--- config.mk ---
export PLATFORM = sky130hd
export DESIGN_NAME = week04_fourth
export DESIGN_NICKNAME = d
export VERILOG_FILES = /design/src/rtl/week04_fourth.sv
export SDC_FILE = /design/constraint.sdc
export NUM_CORES = 1
export LEC_CHECK = 0
export CORE_MARGIN = 1.5
export CORE_UTILIZATION = 50
export CTS_BUF_LIST = sky130_fd_sc_hd__clkbuf_2
export DETAILED_ROUTE_END_ITERATION = 16
export PLACE_DENSITY_LB_ADDON = 0.08
export SLEW_MARGIN = 10
export SYNTH_ARGS = -nofsm -noshare
export SYNTH_HDL_FRONTEND = slang
export SYNTH_SLANG_ARGS = --single-unit
--- constraint.sdc ---
create_clock -name CLK -period 2.3 [get_ports CLK]
set_clock_uncertainty 0.05 [all_clocks]
set_input_delay 0.46 -clock CLK [delete_from_list [all_inputs] [get_ports CLK]]
set_output_delay 0.46 -clock CLK [all_outputs]
set_load 0.01 [all_outputs]
--- src/rtl/week04_fourth.sv ---
// -----------------------------------------------------------------------------
// week04_fourth
//
// A clock-enabled data-holding register with load bookkeeping. It sits between
// a producer that drives Din/Ce and downstream logic that samples the
// registered Dout. The status outputs tell the consumer two things:
//   * whether any data has been captured since reset, and
//   * how many loads have happened since reset.
//
// Optional feature: define WEEK04_FOURTH_PARITY_EN to add the Dpar output,
// which is the XOR of all Dout bits.
//
// Parameters
//   WIDTH  data width of Din/Dout (>= 1), default 4
//   CNT_W  width of the load counter Lcnt (>= 1), default 8
//
// Ports
//   CLK   in   1      sole clock, rising-edge active
//   RST   in   1      asynchronous, active-low reset
//   Ce    in   1      load enable, sampled at the rising edge
//   Din   in   WIDTH  data to capture
//   Dout  out  WIDTH  registered data
//   Dvld  out  1      high once at least one load has occurred since reset
//   Lcnt  out  CNT_W  loads since reset, saturates at all-ones
//   Dchg  out  1      one-cycle pulse: the last edge loaded a value that
//                     differs from the previous Dout
//   Dpar  out  1      XOR of Dout bits (only with WEEK04_FOURTH_PARITY_EN)
//
// Every output comes straight from a register, or from combinational logic
// fed only by the Dout register. There is no path from Din or Ce to any
// output within the same cycle.
// -----------------------------------------------------------------------------
module week04_fourth #(
    parameter int WIDTH = 4,
    parameter int CNT_W = 8
) (
    input  logic             CLK,
    input  logic             RST,
    input  logic             Ce,
    input  logic [WIDTH-1:0] Din,
    output logic [WIDTH-1:0] Dout,
    output logic             Dvld,
    output logic [CNT_W-1:0] Lcnt,
    output logic             Dchg
`ifdef WEEK04_FOURTH_PARITY_EN
    ,
    output logic             Dpar
`endif
);

    // -------------------------------------------------------------------------
    // State
    // -------------------------------------------------------------------------
    logic [WIDTH-1:0] dout_reg;
    logic [WIDTH-1:0] dout_next;
    logic             dvld_reg;
    logic             dvld_next;
    logic [CNT_W-1:0] lcnt_reg;
    logic [CNT_W-1:0] lcnt_next;
    logic             dchg_reg;
    logic             dchg_next;

    // -------------------------------------------------------------------------
    // Change detection: compare the incoming word with the currently held word
    // bit by bit, then OR-reduce the result. The comparison is only acted upon
    // when Ce is high.
    // -------------------------------------------------------------------------
    logic [WIDTH-1:0] bit_diff;
    logic             data_differs;

    genvar gi;
    generate
        for (gi = 0; gi < WIDTH; gi++) begin : g_diff
            assign bit_diff[gi] = Din[gi] ^ dout_reg[gi];
        end
    endgenerate

    assign data_differs = |bit_diff;

    // Once the counter is all-ones, it holds that value instead of wrapping.
    logic lcnt_full;
    assign lcnt_full = &lcnt_reg;

    // -------------------------------------------------------------------------
    // Next-state logic
    // -------------------------------------------------------------------------
    always_comb begin
        dout_next = dout_reg;
        dvld_next = dvld_reg;
        lcnt_next = lcnt_reg;
        dchg_next = 1'b0;           // pulse: cleared on every non-loading edge

        if (Ce) begin
            dout_next = Din;
            dvld_next = 1'b1;
            // An equal-value load still counts as a load; it just does not
            // raise Dchg.
            dchg_next = data_differs;
            if (!lcnt_full) begin
                lcnt_next = lcnt_reg + CNT_W'(1);
            end
        end
    end

    // -------------------------------------------------------------------------
    // State registers. Reset clears everything at once, without waiting for a
    // clock edge, so all load history is lost and the counter restarts from 0.
    // -------------------------------------------------------------------------
    always_ff @(posedge CLK or negedge RST) begin
        if (!RST) begin
            dout_reg <= '0;
            dvld_reg <= 1'b0;
            lcnt_reg <= '0;
            dchg_reg <= 1'b0;
        end else begin
            dout_reg <= dout_next;
            dvld_reg <= dvld_next;
            lcnt_reg <= lcnt_next;
            dchg_reg <= dchg_next;
        end
    end

    assign Dout = dout_reg;
    assign Dvld = dvld_reg;
    assign Lcnt = lcnt_reg;
    assign Dchg = dchg_reg;

`ifdef WEEK04_FOURTH_PARITY_EN
    // -------------------------------------------------------------------------
    // Parity is a pure function of the held word. It is built as an XOR chain
    // over the Dout register and adds no extra state. Because Dout resets to 0,
    // Dpar also reads 0 during reset.
    // -------------------------------------------------------------------------
    logic [WIDTH:0] par_chain;

    assign par_chain[0] = 1'b0;

    generate
        for (gi = 0; gi < WIDTH; gi++) begin : g_par
            assign par_chain[gi+1] = par_chain[gi] ^ dout_reg[gi];
        end
    endgenerate

    assign Dpar = par_chain[WIDTH];
`endif

endmodule

==> results.cfg <==
[job]
cap_viol_max_count = 0

[clock_tree]
post-cts-setup-buffers = 0
cts_tree = yes
cts_hold_buffers = 0
cts_buffer_depth = 2
root_buffer = clkbuf_2
post_cts_resized = 0
htree_levels = 1
clkTransAtPathRegs_ps = 120
insertion_delay_ps = 260
numCtsBuffers = 3
clkSinkCount = 14

[run_status]
status = completed

[worst_hold_path]
hold_path_class = flop to flop
hold_end = Dvld
hold_path_depth = 1
hp-start = Dvld

[cells_and_area]
nets = 83
drive_above_1_share_pct = 20.5
diodes = 0
fin_area_um2 = 883
syn_to_final_growth_pct = 35.0
n_fill_cell = 88
post-route-util_pct = 76.4

[grt]
antenna_found_initial = 0
grt_max_degree = 15
grt.overflow.total = 0
grt_pass1_wl_um = 2040
grt_pass1_vias = 471
grt_usage_pct = 20.6

[synthesis]
synth.yosys.seq_area_share_pct = 53.5
synth.distinct_cells = 21
synth_edf_count = 0
yosys_register_bits = 14
yosys.area.top_type_share_pct = 53.5
yosysWarnings = 0
synth_common_cells = dfrtp_1, xor2_1, mux2_2
synth_area_um2 = 654
syn_area_per_cell_um2 = 13.1
synthesis.nets = 58
ys_top_cells_by_area = dfrtp_1, xor2_1, mux2_2, nand4_1, xnor2_1
yosysMostFrequentCell = dfrtp_1
ys.flop_type = dfrtp_1
synthArstFlopShare_pct = 100
post-synth-top-area-cell = dfrtp_1
synth_cells = 50

[worst_setup_path]
path_cells = clkdlybuf4s50_1
crit_fanout = 7
r2r_start = Lcnt[0]
critPathBufInv = 1
crit_family = buffers and inverters
cpPeakStageDelay_ps = 580
crit_path_start_kind = flop
end_kind = output pin
reg2reg_to = Lcnt[1]
cp.required_ps = 1790
worstSetupPathType = flop to output pin
arrival_ps = 1300
reg2reg_depth = 4
cpMaxStageDelayCell = clkdlybuf4s50_1
r2r_slack_ps = 840

[timing]
relSlewSlack_pct = 60.4
maxSlewViolCount = 0
setup_viol = 0
fmax_mhz = 552
hold_viol_final = 0
hold_slack_ps = 429
period_share_pct = 78.8
setup_tns_ps = 0
fin_crit_ps = 1810
grt_setup_unrepaired = false
tightestPinTransition_ps = 592

[drt]
vias = 464
ant_nets = 0
viasPerCell = 5.33
drcViolationCount = 0
drt_iter0_drc = 3
detail_route.wl_per_cell_um = 13.6
drt-pass1-iter-count = 3
drt_wl_total_um = 1180

[floorplanning]
die_x_um = 39.2
io_pins = 21
dieArea_mm2 = 0.00153
rows = 12
die_h_um = 39.2
start_util_pct = 56.6
core_mm2 = 0.00116

[power]
power.leakage_nw = 0.371
pwr_density_cell_mw_per_mm2 = 944
ir_drop_mv = 0.812
power_uw = 834

[placed_design]
post-dp-hpwl_um = 919
finalWeightedCongestion = 0.806
io_buffers = 20
place_area_um2 = 868
[report_power, final]
| part | internal, mW | switching, mW |
|---|---|---|
| clock network | 0.0356 | 0.0671 |
| logic | 0.201 | 0.122 |
| registers | 0.315 | 0.0927 |
[worst register-to-register path, stage by stage, from the launching register on]
cell and delay (ps):
dfrtp_1 420, ha_1 220, nand3_1 130, o21ai_2 190, mux2_2 350
[cells in the final DEF, fill, tap and decap left out, drive strengths merged, types with 2 or more instances in the layout]
| cell | n |
|---|---|
| a21oi | 3 |
| xnor2 | 2 |
| xor2 | 7 |
| clkdlybuf4s50 | 20 |
| nand4 | 3 |
| clkbuf | 3 |
| dfrtp | 14 |
| mux2 | 6 |
| nand2 | 2 |
| and3 | 2 |
[flip-flops by register name (all words and copies together), names as in the netlist]
name,cells
Dout,4
Dvld,1
Lcnt,8
Dchg,1
[metrics by stage]
stage / instances / setup slack, ps
final: 87 / 487
after detailed placement: 84 / 458
after floorplan: 50 / 886
after global routing: 87 / 406
after CTS: 87 / 469
after global placement: 84 / 478
[routing by layer]
metal | share of wire [%] | track usage (%) | vias to the layer above
met3 | 6.7 | 8.67 | 0
met1 | 46 | 24.2 | 220
met5 | 0 | 0 | -
li1 | - | - | 230
met2 | 47 | 35.4 | 14
met4 | 0 | 2.59 | 0
[cell families (layout without fill, tap and decap cells)]
family          Yosys count  count (layout)  synth area share, %
compound gates            7               7                 8.60
xor+xnor                  9               9                 12.0
fa+ha+maj                 1               1                 1.91
buf+inv                   1              24                 1.72
flops                    14              14                 53.5
mux                       6               6                 10.3
simple gates             12              12                 11.9
[area by class of cell]
| type | count | area (µm²) | area share, % |
|---|---|---|---|
| Tap cell | 14 | 17.5 | 1.98 |
| Timing Repair Buffer | 21 | 208 | 23.5 |
| Clock buffer | 3 | 15.0 | 1.70 |
| Sequential cell | 14 | 350 | 39.7 |
| Multi-Input combinational cell | 35 | 293 | 33.1 |
[worst max-delay path by stage]
stage	to	slack [ps]	startpoint	cells past startpoint
3_3_place_gp	Lcnt[6]	480	Ce	4
5_1_grt	Lcnt[4]	410	Lcnt[4]	1
6_report	Lcnt[3]	490	Lcnt[3]	1
3_5_place_dp	Lcnt[6]	460	Ce	4
4_1_cts	Lcnt[3]	470	Lcnt[3]	1
2_1_floorplan	Lcnt[6]	890	Lcnt[0]	4
Power figures use the tool's default switching activity.
